### config.mk
export PLATFORM = sky130hd
export DESIGN_NAME = shift_unit
export DESIGN_NICKNAME = d
export VERILOG_FILES = /design/src/rtl/shift_unit.sv
export SDC_FILE = /design/constraint.sdc
export NUM_CORES = 1
export LEC_CHECK = 0
export ABC_AREA = 1
export CAP_MARGIN = 20
export CORE_ASPECT_RATIO = 0.5
export CORE_MARGIN = 2
export CORE_UTILIZATION = 49
export DETAILED_ROUTE_END_ITERATION = 7
export PLACE_DENSITY = 0.81
export SETUP_SLACK_MARGIN = 0.5
export SLEW_MARGIN = 25
export SYNTH_ARGS = -nofsm -noshare
export SYNTH_HDL_FRONTEND = slang
export SYNTH_SLANG_ARGS = --single-unit
### constraint.sdc
create_clock -name clock -period 2 [get_ports clock]
set_clock_uncertainty 0.05 [all_clocks]
set_input_delay 0.4 -clock clock [delete_from_list [all_inputs] [get_ports clock]]
set_output_delay 0.4 -clock clock [all_outputs]
set_load 0.01 [all_outputs]
### src/rtl/shift_unit.sv
// -----------------------------------------------------------------------------
// shift_unit
//
// Multi-cycle iterative shifter/rotator for the datapath ALU. It takes an
// operand, a mode and a shift count, then walks the count down by up to STEP
// bit positions per clock until the count reaches zero. The control unit
// issues the operation with a one-cycle start and collects the result into Z
// when done pulses.
//
// Modes (mode[2:0]):
//   000 SHR   logical shift right, zero fill at the MSB
//   001 SHRA  arithmetic shift right, sign replicated at the MSB
//   010 SHL   logical shift left, zero fill at the LSB
//   011 ROR   rotate right
//   100 ROL   rotate left
//   others    pass-through: result = operand, carry_out = 0
//
// Ports:
//   clock      in   system clock; all state changes on the rising edge
//   clear      in   synchronous active-high reset; aborts any operation
//   start      in   request; sampled only in IDLE
//   mode       in   [2:0] operation select, latched at acceptance
//   operand    in   [WIDTH-1:0] value to shift, latched at acceptance
//   amount     in   [AMT_W-1:0] shift count (count mod WIDTH)
//   busy       out  high while in SHIFT or DONE
//   done       out  one-cycle pulse; result and carry_out are valid
//   result     out  [WIDTH-1:0] shifted value, held until the next
//                   accepted start or clear
//   carry_out  out  last bit shifted out (shifts) or wrapped (rotates)
// -----------------------------------------------------------------------------
module shift_unit #(
  parameter  int WIDTH = 32,
  parameter  int STEP  = 1,
  localparam int AMT_W = $clog2(WIDTH)
) (
  input  logic             clock,
  input  logic             clear,
  input  logic             start,
  input  logic [2:0]       mode,
  input  logic [WIDTH-1:0] operand,
  input  logic [AMT_W-1:0] amount,
  output logic             busy,
  output logic             done,
  output logic [WIDTH-1:0] result,
  output logic             carry_out
);

  typedef enum logic [1:0] {
    IDLE  = 2'd0,
    SHIFT = 2'd1,
    DONE  = 2'd2
  } state_t;

  typedef enum logic [2:0] {
    M_SHR  = 3'b000,
    M_SHRA = 3'b001,
    M_SHL  = 3'b010,
    M_ROR  = 3'b011,
    M_ROL  = 3'b100
  } mode_t;

  state_t           state;
  logic [2:0]       mode_q;
  logic [AMT_W-1:0] remaining;

  // Combinational result of one SHIFT cycle.
  logic [WIDTH-1:0] step_result;
  logic             step_carry;
  logic [AMT_W-1:0] step_count;

  // Mode codes above ROL are defined as pass-through, not as errors.
  function automatic logic mode_valid(input logic [2:0] m);
    return (m <= M_ROL);
  endfunction

  // One bit position of the latched operation. Packs {carry, value} so the
  // caller can chain STEP of these per clock; the carry of the final link is
  // the last bit that left the word in that cycle.
  function automatic logic [WIDTH:0] shift_one(input logic [2:0]       m,
                                               input logic [WIDTH-1:0] v);
    logic [WIDTH:0] r;
    case (m)
      M_SHR:   r = {v[0],       1'b0,          v[WIDTH-1:1]};
      M_SHRA:  r = {v[0],       v[WIDTH-1],    v[WIDTH-1:1]};
      M_SHL:   r = {v[WIDTH-1], v[WIDTH-2:0],  1'b0};
      M_ROR:   r = {v[0],       v[0],          v[WIDTH-1:1]};
      M_ROL:   r = {v[WIDTH-1], v[WIDTH-2:0],  v[WIDTH-1]};
      default: r = {1'b0,       v};
    endcase
    return r;
  endfunction

  // Apply n = min(STEP, remaining) single-bit steps. The loop unrolls into a
  // STEP-deep chain of muxes; links past the remaining count pass through.
  always_comb begin
    // NOTE: every output of this block gets a default first, so no path
    // leaves one unassigned and no latch is inferred.
    step_result = result;
    step_carry  = carry_out;
    step_count  = '0;
    for (int i = 0; i < STEP; i++) begin
      if (AMT_W'(i) < remaining) begin
        {step_carry, step_result} = shift_one(mode_q, step_result);
        step_count                = step_count + 1'b1;
      end
    end
  end

  // Control FSM and datapath registers.
  always_ff @(posedge clock) begin
    // NOTE: sequential state uses non-blocking assignments so every register
    // samples the pre-edge values of the others, independent of statement
    // order.
    if (clear) begin
      state     <= IDLE;
      mode_q    <= M_SHR;
      remaining <= '0;
      result    <= '0;
      carry_out <= 1'b0;
    end else begin
      case (state)
        IDLE: begin
          if (start) begin
            result    <= operand;
            mode_q    <= mode;
            remaining <= amount;
            carry_out <= 1'b0;
            // A zero count or an invalid mode has nothing to iterate, so it
            // skips SHIFT and reports the latched operand unchanged.
            if ((amount == '0) || !mode_valid(mode)) begin
              state <= DONE;
            end else begin
              state <= SHIFT;
            end
          end
        end

        SHIFT: begin
          result    <= step_result;
          carry_out <= step_carry;
          remaining <= remaining - step_count;
          if (remaining == step_count) begin
            state <= DONE;
          end
        end

        DONE: begin
          state <= IDLE;
        end

        default: begin
          state <= IDLE;
        end
      endcase
    end
  end

  // Pure decodes of the state register, so both are glitch-free.
  assign busy = (state != IDLE);
  assign done = (state == DONE);

endmodule

# After elaboration in Yosys (flattened, before gate mapping)
# Cells that the tools add are included.
[word_totals] regBits=43 out_inout_bits=35 in_bits=43 word_cells=49
[op_classes] n_mux=14 eq_ne=13 n_lt_le_gt_ge=2 n_addsub=1 reduce_logical=13
[ops] op="case mux 33 bit (5 select lines)" count=1
[ops] op="2-to-1 mux 32 bit" count=2
[ops] op="case mux 32 bit (2 select lines)" count=1
[ops] op="case mux 5 bit (2 select lines)" count=1
[ops] op="inequality test 2 bit, second input constant" count=4
[ops] op="== test 3 x 2 -> 1 bit, second input constant" count=2
[ops] op="2-to-1 mux 2 bit" count=3
[ops] op="inequality test 6 x 1 -> 1 bit, second input constant" count=1
[ops] op="AND reduction 2 bit" count=3
[ops] op="== test 5 bit" count=1
[ops] op="logical NOT 5 bit" count=1
[ops] op="less-than comparator 1 x 5 -> 1 bit, first input constant" count=1
[ops] op="2-to-1 mux 5 bit" count=1
[ops] op="inequality test 5 x 1 -> 1 bit, second input constant" count=1
[ops] op="AND reduction 5 bit" count=1
[ops] op="subtractor 5 bit" count=1
[ops] op="case mux 2 bit (2 select lines)" count=1
[ops] op="AND reduction 4 bit" count=1
[ops] op="nonzero test 2 bit" count=2
[ops] op="== test 3 x 1 -> 1 bit, second input constant" count=1
[ops] op="== test 3 bit, second input constant" count=1
[ops] op="<= comparator 3 bit, second input constant" count=1
[ops] op="logical NOT 3 bit" count=1
[ops] op="2-to-1 mux 1 bit" count=3
[ops] op="7 further kinds" count=7

# Depth between registers and ports, before layout
# Gate-level depths: netlist (run 1).
[logic_depth] word_depth=6 ltp_mapped=10 ltp_nobuf=10

# Least setup slack after synthesis (run 1)
# OpenSTA, ideal clock, no wires.
[synth_timing] path_type="reg-to-reg" startpoint="register remaining[4]" endpoint="register remaining[2]" t_arrival_ns=1.260 stages_incl_launch_ff=10 synth_period_minus_slack_ns=1.433 required_ns=1.828 setup_ns=0.122 n_path_buf=0 path_slack_ns=0.567 path_cell_list="dfxtp_1 -> inv_1 -> nand2_1 -> nor2_1 -> nor2_1 -> ha_1 -> xnor2_1 -> nand2_1 -> o211ai_1 -> a21oi_1"
[synth_between] elab_chain_len=4
[synth_lines] element="from (decl)" line_no="64" text="logic [AMT_W-1:0] remaining;"
[synth_lines] element="from (signal assigned)" line_no="126" text="remaining <= amount;"
[synth_lines] element="from (signal assigned)" line_no="141" text="remaining <= remaining - step_count;"
[synth_lines] element="less-than comparator 1 x 5 -> 1 bit" line_no="102" text="if (AMT_W'(i) < remaining) begin"
[synth_lines] element="2-to-1 mux 1 bit" line_no="102"
[synth_lines] element="subtractor 5 bit" line_no="141"
[synth_lines] element="case mux 5 bit (2 select lines)" line_no="121" text="case (state)"
# No other way between the ends.
# A chain may end at the register's enable or synchronous reset.

# Final worst setup path (run 1)
[layout_timing] startpoint="register remaining[1]" endpoint="register remaining[1]"
[layout_between] elab_chain_len=4
[layout_lines] element="less-than comparator 1 x 5 -> 1 bit" line_no="102"
[layout_lines] element="2-to-1 mux 1 bit" line_no="102"
[layout_lines] element="subtractor 5 bit (*)" line_no="141"
[layout_lines] element="case mux 5 bit (2 select lines) (*)" line_no="121"
# Mark *: on every way between the ends. The rest lies on a longest branch, timed or not.

==> results of run 1 <==
==> cell usage in the layout, fill, tap and decap left out, types with 2 or more instances in the layout <==
cell / n
clkdlybuf4s50_1: 41
nand3_1: 40
nand2_2: 4
clkbuf_1: 2
inv_1: 42
buf_4: 12
dlygate4sd2_1: 33
buf_12: 9
nand4_1: 36
nor2_1: 71
clkinvlp_4: 2
clkbuf_16: 8
a21oi_1: 44
o21ai_0: 4
buf_6: 2
nor2_4: 4
nand3_4: 4
inv_2: 5
o21ai_1: 2
dfxtp_1: 34
dfxtp_4: 4
nand2_4: 2
dfxtp_2: 5
nor2_2: 2
nand2_1: 145
==> kinds of logic after synthesis <==
| logic type | synth area share [%] |
|---|---|
| AOI/OAI and AO/OA | 10.07 |
| xor gates and xnor gates | 0.3001 |
| adders and majority gates | 0.8571 |
| buffers and inverters | 13.80 |
| DFF | 29.49 |
| and+or+nand+nor | 45.48 |
==> metrics by stage <==
stage                     util (%)  cell area [um2]  power, W  setup WS (ns)  cells
after global routing         74.89             4202  0.003451         0.4731    646
after detailed placement     65.90             3697  0.002279         0.1313    620
after CTS                    70.21             3939  0.003116         0.4664    638
final                        74.89             4202  0.003266         0.5132    646
after floorplan                  -             2919  0.001866         0.5673    491
after global placement       65.90             3697  0.002267         0.1732    620
==> state kept, by name (all words and copies together) (netlist names) <==
signal	flops
result	32
remaining	5
state	2
mode_q	3
carry_out	1
==> critical path: stages (launching register included) <==
cell and delay (ns):
dfxtp_2 0.36, inv_2 0.06, nand2_2 0.08, nor2_4 0.04, nor2_2 0.12, inv_1 0.09, ha_1 0.29, nand2_1 0.10
a31oi_2 0.20
==> area by class of cell <==
class	instances	share of cell area (%)
Clock buffer	7	3.157
Sequential cell	43	20.99
Timing Repair inverter	1	0.1787
Timing Repair Buffer	104	26.30
Tap cell	73	2.174
Clock inverter	1	0.1191
Multi-Input combinational cell	368	42.50
Inverter	49	4.586
==> layer usage <==
layer / share of wire (%) / track usage [%]
met2: 45 / 42.09
met5: 0 / 0
met4: 1.6 / 8.885
met3: 9.0 / 6.282
met1: 44 / 37.28
==> power by group <==
| part | internal (W) | switching, W | total [W] |
|---|---|---|---|
| clock | 0.000463 | 0.000363 | 0.000826 |
| combinational | 0.000575 | 0.000746 | 0.00132 |
| sequential | 0.000984 | 0.000136 | 0.00112 |
==> worst max path at each step <==
stage / start / to / slack [ns] / depth (start not counted)
6_report: remaining[1] / remaining[1] / 0.51 / 8
5_1_grt: remaining[3] / remaining[1] / 0.47 / 8
4_1_cts: state[1] / busy / 0.47 / 3
3_5_place_dp: start / result[17] / 0.13 / 7
3_3_place_gp: start / result[10] / 0.17 / 7
2_1_floorplan: remaining[4] / remaining[2] / 0.57 / 9
==> Yosys cell counts (2+ instances only) <==
| master | n | share of area (%) |
|---|---|---|
| inv_2 | 2 | 0.26 |
| a31oi_1 | 2 | 0.43 |
| dfxtp_1 | 43 | 29 |
| a21oi_1 | 44 | 7.5 |
| nand3_1 | 40 | 6.9 |
| nor2_1 | 75 | 9.6 |
| clkbuf_1 | 8 | 1.0 |
| nand2_1 | 150 | 19 |
| inv_1 | 47 | 6.0 |
| nand4_1 | 36 | 7.7 |
| o21ai_0 | 5 | 0.86 |
| buf_6 | 9 | 3.5 |
| nor2_2 | 2 | 0.43 |
| ha_1 | 2 | 0.86 |
| buf_2 | 16 | 2.7 |
==> what timing repair did <==
item / in CTS / in global routing
resized for setup: 61 / 43
setup buffers: 7 / 4
endpoints found under the setup margin: 71 / 40
pin swaps: 1 / 6
cloned: 3 / 4
==> impl_metrics.csv, run 1 <==
group,metric,value,unit
outcome,run_status,"finished, violations left",
outcome,violations,"DRC",
synth,ys_types,25,
floorplan,die_x,113.2,um
synth,synth_ff_type,"dfxtp_1",
worst_setup_path,r2r_cells,8,
cts,h-tree-depth,2,
floorplan,start_util,52.03,%
worst_setup_path,rrSetupSlack,0.51,ns
timing,finalHoldViolCount,0,
timing,finalCritPeriodShare,74.34,%
worst_setup_path,cp-start-kind,"flip-flop",
global_routing,antenna_found_initial,0,
cts,cts-root-buf,"clkbuf_16",
drt,drt-initial-drc-count,345,
cts,cts_tree,"yes",
worst_setup_path,r2r-start,"remaining[1]",
drt,vias_per_cell,5.503,
floorplan,core_area,5610,um2
timing,min_period,1.487,ns
floorplan,die_area,6628,um2
timing,worst_slew_pin_slew,0.2869,ns
synth,ys_ff_latch,43,
timing,setup_tns,0,ns
place,place_hpwl,5.088,mm
worst_setup_path,cp-end-kind,"flip-flop",
cts,postCtsHoldBufs,0,
final_layout,seqCellArea,882.1,um2
synth,yosysSeqAreaShare,29.49,%
synth,async_flop_share,0,%
place,io_buffers,77,
final_layout,final_net_count,617,
power_and_ir_drop,leakagePower,1.972,nW
synth,ys_warn_count,0,
job,drv_cap,0,
global_routing,grt_pass1_vias,3081,
timing,relSlewSlack,80.71,%
global_routing,grt_pass1_wl,14.37,mm
final_layout,area_growth,43.93,%
drt,num_vias,3555,
global_routing,track_usage,26.94,%
worst_setup_path,worst-path-max-fanout,3,
floorplan,die_h,58.58,um
worst_setup_path,regToRegEndpoint,"remaining[1]",
cts,cts-buffers-inserted,5,
worst_hold_path,hold_path_class,"reg -> reg",
drt,drc,3,
worst_hold_path,hold_depth,2,
worst_hold_path,holdPathEnd,"remaining[4]",
floorplan,rows,19,
cts,clock_latency,0.29,ns
final_layout,fillerInstances,467,
worst_setup_path,critical_path_class,"reg -> reg",
synth,synth_area_per_cell,5.945,um2
synth,netlist_area,2919,um2
timing,setup_viol,0,
cts,cts.path.max_buffers,2,
final_layout,multi_input_area,1785,um2
synth,syn_nets,536,
cts,cts.clk_slew.worst_paths,0.06,ns
drt,antenna_left,0,
timing,finalHoldWorstSlack,0.4268,ns
drt,wirelength,9.567,mm
worst_setup_path,crit_required,2.16,ns
power_and_ir_drop,powerDensity,777.3,nW/um2
place,gp_congestion,0.8779,
synth,synth_edf_count,0,
worst_setup_path,arrival,1.64,ns
drt,first_pass_iters,7,
worst_hold_path,min_from,"remaining[4]",
final_layout,diodes,0,
drt,wire_per_inst,14.81,um
synth,syn_inst,491,
timing,rsz0062_at_grt,"false",
power_and_ir_drop,peakVddDrop,0.4184,mV
final_layout,layout-drive-gt1-share,12.91,%
floorplan,io_pins,78,
timing,fmax,672.6,MHz
global_routing,grt_max_degree,67,
cts,clock-sinks,43,
global_routing,overflow,0,
timing,finalMaxSlewViolations,0,
Note: power is estimated with default switching activity, not from simulation.
==> run 2: changes to the inputs <==
--- a/config.mk
+++ b/config.mk
@@ -9,9 +9,9 @@
 export CAP_MARGIN = 20
 export CORE_ASPECT_RATIO = 0.5
 export CORE_MARGIN = 2
-export CORE_UTILIZATION = 49
+export CORE_UTILIZATION = 44
 export DETAILED_ROUTE_END_ITERATION = 7
-export PLACE_DENSITY = 0.81
+export PLACE_DENSITY = 0.77
 export SETUP_SLACK_MARGIN = 0.5
 export SLEW_MARGIN = 25
 export SYNTH_ARGS = -nofsm -noshare
==> constraint.sdc (replaced) <==
create_clock -name clock -period 1.3 [get_ports clock]
set_clock_uncertainty 0.05 [all_clocks]
set_input_delay 0.26 -clock clock [delete_from_list [all_inputs] [get_ports clock]]
set_output_delay 0.26 -clock clock [all_outputs]
set_load 0.01 [all_outputs]
==> run 2 against run 1 <==
Against the previous run: the flow finishes with violations (setup timing); largest cell class unchanged; power grew 79%; core utilization grew 3.7 points; setup slack lost 0.71 ns.
==> impl_metrics.csv, run 2 (synthesis results as in run 1) <==
group,metric,value,unit
outcome,run_status,"finished, violations left",
outcome,violations,"setup timing",
cts,h-tree-depth,2,
worst_hold_path,hold_path_class,"reg -> reg",
floorplan,die_area,7342,um2
cts,cts_tree,"yes",
timing,worst_slack,-0.2015,ns
floorplan,core_area,6231,um2
cts,cts.clk_slew.worst_paths,0.07,ns
global_routing,overflow,0,
drt,drc,0,
worst_setup_path,rrSetupSlack,-0.20,ns
final_layout,reg_top3,"result (32), remaining (5), mode_q (3)",
place,io_buffers,77,
place,dpl_cell_area,4224,um2
final_layout,seqCellArea,918.4,um2
worst_setup_path,worst-path-max-fanout,8,
power_and_ir_drop,leakagePower,2.220,nW
final_layout,multi_input_area,1916,um2
timing,setup_tns,-5.873,ns
global_routing,grt_pass1_wl,15.95,mm
drt,wire_per_inst,15.12,um
drt,antenna_left,0,
worst_setup_path,slowest_stage,"dfxtp_2",
cts,clock-sinks,43,
final_layout,largest_reg_flops,32,
cts,clock_latency,0.29,ns
timing,relSlewSlack,78.81,%
timing,finalHoldWorstSlack,0.4536,ns
worst_setup_path,critical_path_class,"reg -> reg",
final_layout,finalInstanceArea,4898,um2
timing,finalCritPeriodShare,115.5,%
timing,setup_viol,42,
final_layout,regMostFlops,"result",
timing,fmax,666.0,MHz
floorplan,io_pins,78,
floorplan,start_util,46.85,%
final_layout,layout_common_cells,"129 x nand2_1, 70 x nor2_1, 56 x buf_4",
final_layout,finish.utilization,78.61,%
place,dp_slack,-0.3130,ns
drt,drt-initial-drc-count,478,
power_and_ir_drop,peakVddDrop,0.5812,mV
worst_setup_path,arrival,1.63,ns
final_layout,final_net_count,668,
final_layout,area_growth,67.81,%
global_routing,track_usage,27.30,%
cts,cts.path.max_buffers,2,
timing,min_period,1.502,ns
drt,first_pass_iters,5,
floorplan,die_h,61.60,um
cts,postCtsHoldBufs,0,
floorplan,die_x,119.2,um
global_routing,grt_pass1_vias,3446,
floorplan,rows,20,
worst_setup_path,cp-start-kind,"flip-flop",
job,drv_cap,0,
timing,rsz0062_at_grt,"true",
worst_setup_path,slowest_delay,0.33,ns
worst_setup_path,cp-end-kind,"flip-flop",
drt,vias_per_cell,5.368,
final_layout,fillerInstances,417,
global_routing,grt_max_degree,32,
timing,worst_slew_pin_slew,0.3167,ns
place,gp_congestion,0.8772,
cts,cts-root-buf,"clkbuf_16",
final_layout,layout-drive-gt1-share,36.76,%
worst_setup_path,critPathTopFamily,"simple AND/OR/NAND/NOR gates",
drt,num_vias,3817,
place,place_hpwl,6.160,mm
cts,cts-buffers-inserted,5,
drt,wirelength,10.75,mm
timing,finalMaxSlewViolations,0,
worst_setup_path,crit_required,1.43,ns
timing,finalHoldViolCount,0,
worst_setup_path,critical_path.cell_chain,"inv_2 > nand2_4 > nor2_4 > buf_6 > nand2_8 > nand3_4 > buf_8 > nand2_2 > nand2_1 > nor2_1",
power_and_ir_drop,powerDensity,1193,nW/um2
global_routing,antenna_found_initial,0,
final_layout,diodes,0,
final_layout,layout_commonest_cell,"nand2_1",
worst_setup_path,critPathBufInv,3,
-- run 2: cell count changes in the layout (fill, tap and decap cells not counted), moves of 6 or more --
cell	before	now
buf_4	12	56
dfxtp_2	5	40
a21oi_2	0	7
nand2_2	4	14
inv_1	42	36
buf_6	2	49
nand2_1	145	129
dlygate4sd2_1	33	0
dfxtp_1	34	1
a21oi_1	44	37
-- run 2: routing by layer --
layer	up-vias	wire [um]	global-route usage, %
li1	1844	-	-
met1	1739	4696	35.19
met2	187	4932	47.13
met3	47	782	5.463
met4	0	336	9.694
met5	-	0	0
-- run 2: final cells by class --
class | count | share of cell area [%]
inverters | 49 | 3.908
well taps | 88 | 2.248
multi-input cells | 365 | 39.11
flip-flops and latches | 43 | 18.75
repair buffers | 159 | 33.28
clock buffers | 7 | 2.708
-- run 2: worst reg2reg max path: stages (launching register included) --
cell	delay (ns)
dfxtp_2	0.33
inv_2	0.07
nand2_4	0.06
nor2_4	0.15
buf_6	0.14
nand2_8	0.09
nand3_4	0.14
buf_8	0.17
nand2_2	0.06
nand2_1	0.06
nor2_1	0.05
-- run 2: where the power goes --
group	switching, W	internal [W]	total (W)
logic	0.00146	0.00144	0.00289
registers	0.000158	0.00154	0.00170
clock network	0.000543	0.000705	0.00125
total	0.00216	0.00369	0.00585
-- run 2: per-stage QoR --
stage | power [W] | std cells
4_1_cts | 0.005501 | 705
2_1_floorplan | 0.002954 | 491
3_3_place_gp | 0.003934 | 687
6_report | 0.005846 | 711
5_1_grt | 0.006167 | 711
3_5_place_dp | 0.003972 | 687
-- run 2: path summary, 6_finish.rpt --
check | startpoint | to | cells after the start
hold / removal | mode_q[0] | mode_q[0] | 2
setup / recovery | remaining[3] | result[30] | 10
hold reg to reg | mode_q[0] | mode_q[0] | 2
setup reg to reg | remaining[3] | result[30] | 10
-- run 2: repair_timing --
item,CTS,global route
setup buffers,9,5
pin swaps,13,18
resized for setup,237,47
setup endpoints to repair,78,78
gates cloned,2,1
==> RTL edit: new RTL, settings of run 1 <==
Put a register stage on the outputs `busy` and `done`. The values now appear one clock later. The other outputs are not delayed to match. Comments in the files are not updated.
--- a/src/rtl/shift_unit.sv
+++ b/src/rtl/shift_unit.sv
@@ -157,6 +157,8 @@
 
   // Pure decodes of the state register, so both are glitch-free.
-  assign busy = (state != IDLE);
-  assign done = (state == DONE);
+  always_ff @(posedge clock) begin
+    busy <= (state != IDLE);
+    done <= (state == DONE);
+  end
 
 endmodule
Formal check against the unedited RTL: not equivalent (Yosys sat finds a counterexample within 4 cycles, from zero or initial values).
==> RTL edit against run 1 <==
- non-clock buffer count is 5 lower
- total power rose by 4.1%
- final area shrank 2.4%
- setup slack gained 0.039 ns
- sequential cell count rose by 2
- synthesized area is 1.4% higher
- synthesized cell count increased by 0.41%
- critical path depth fell by 1
- largest cell class unchanged
- wire length shrank 5.0%
- critical path type unchanged
==> RTL edit: results (changes against run 1) <==
[outcome]
status = finished clean  ; was complete, but fails checks

[synthesis]
ys_types = 25  ; unchanged
synth_ff_type = dfxtp_1  ; unchanged
yosysSeqAreaShare_pct = 30.4  ; was 29.5%
synthTopCellsByCount = nand2_1, nor2_1, inv_1  ; unchanged
syn_nets = 538  ; was 536
avgSynthCellArea_um2 = 6.00  ; was 5.95 µm²
yosys_warnings = 0  ; unchanged
synth_area_leaders = dfxtp_1, nand2_1, nor2_1, nand4_1, a21oi_1  ; unchanged

[detailed_routing]
dr.pass1.iters = 5  ; was 7
avgRoutedWirePerCell_um = 14.2  ; was 14.8 µm
drt_iter0_drc = 290  ; was 345
post-route-drc-count = 0  ; was 3
via_count = 3493  ; was 3555

[global_route]
grt_pass1_wl_um = 14000  ; was 14400 µm
grt_max_degree = 47  ; was 67
grt_use_total_pct = 26.1  ; was 26.9%
grt_pass1_vias = 2965  ; was 3081
antenna_found_initial = 0  ; unchanged

[critical_path]
worstReg2RegStart = mode_q[1]  ; was remaining[1]
arrival_ns = 1.58  ; was 1.64 ns
slowest_stage = dfxtp_1  ; was dfxtp_2
rr_worst_depth = 7  ; was 8
worstReg2RegEnd = result[0]  ; was remaining[1]
regToRegSetupSlack_ns = 0.55  ; was 0.51 ns
max_stage_delay_ns = 0.34  ; was 0.36 ns
worstPathMaxFanout = 10  ; was 3

[placed_design]
place_hpwl_um = 5250  ; was 5090 µm
port_buffers = 77  ; unchanged
gp_congestion = 0.839  ; was 0.878
place_inst = 624  ; was 620
dp_slack_ns = 0.0844  ; was 0.131 ns

[layout]
num_antenna_cells = 0  ; unchanged
finalNonFillerCells = 641  ; was 646
drive_gt1_share_pct = 10.6  ; was 12.9%
nets = 612  ; was 617

[hold_path]
hold_start = start  ; was remaining[4]
min_path_cells = 3  ; was 2
min_to = state[0]  ; was remaining[4]
min_path_type = in -> reg  ; was reg -> reg

[clock_network]
clock_latency_ns = 0.29  ; about the same
h-tree-depth = 2  ; unchanged
clock_tree.buffer_depth = 2  ; unchanged
cts_root_buf = clkbuf_16  ; unchanged
cts_buffers = 5  ; unchanged
path_clk_slew_ns = 0.07

[power_and_ir_drop]
power.leakage_nw = 1.94  ; was 1.97 nW
power_switching_mw = 1.20  ; was 1.24 mW
comb_cell_power_mw = 1.25  ; was 1.32 mW
clock_power_mw = 0.989  ; was 0.826 mW
peakVddDrop_v = 0.000527  ; was 0.000418 V

[die]
die_w_um = 114  ; was 113 µm

[timing]
hold_slack_ns = 0.421  ; was 0.427 ns
slew_headroom_pct = 77.5  ; was 80.7%

-- RTL edit: cell count changes after synthesis --
cell / run 1 / this run
dfxtp_1: 43 / 45
-- RTL edit: how the worst max path moves through the flow --
stage,startpoint,cells after the start,slack (ns),to
after detailed placement,start,7,0.08,result[20]
after global routing,mode_q[1],8,0.41,result[3]
after floorplan,remaining[4],9,0.57,remaining[2]
final,mode_q[1],7,0.55,result[0]
after global placement,start,7,0.14,result[29]
after CTS,result[0],1,0.33,result[0]
-- RTL edit: critical path: cells and delay by family (launching register included) --
kind	cells	cell delay, ns
buffers and inverters	2	0.32
DFF	1	0.34
and+or+nand+nor	5	0.63
-- RTL edit: metrics by stage --
stage,cell area [µm²],power (mW)
floorplan,2960,1.91
global placement,3740,2.33
detailed placement,3740,2.34
CTS,3920,3.30
global route,4100,3.60
finish,4100,3.40
-- RTL edit: routing by layer --
metal  global-route usage [%]  vias up  part of all wire, %
li1                         -     1736                    -
met1                     36.2     1575                   45
met2                     41.8      169                   45
met3                     5.56       13                  8.4
met4                     7.49        0                  1.3
met5                        0        -                    0
-- RTL edit: timing repair --
item | CTS | global route
pin swaps | 1 | 5
resized for setup | 45 | 32
buffers inserted | 0 | 5
setup endpoints to repair | 69 | 39
gates cloned | 2 | 2
hold buffers | 0 | 0
-- RTL edit: cell type report --
cell class                      instances  area [µm²]
Multi-Input combinational cell        367        1720
Tap cell                               73        91.3
Clock buffer                            7         143
Inverter                               49         193
Fill cell                             495        1560
Sequential cell                        45         913
Timing Repair Buffer                   99        1010
Clock inverter                          1        30.0
-- RTL edit: kinds of logic after synthesis --
kind of cell	synth area share [%]
XOR/XNOR	0.296
adder cells (fa/ha/maj)	0.846
buffers and inverters	13.6
AO/OA/AOI/OAI	9.94
flip-flops	30.4
AND/OR/NAND/NOR	44.9
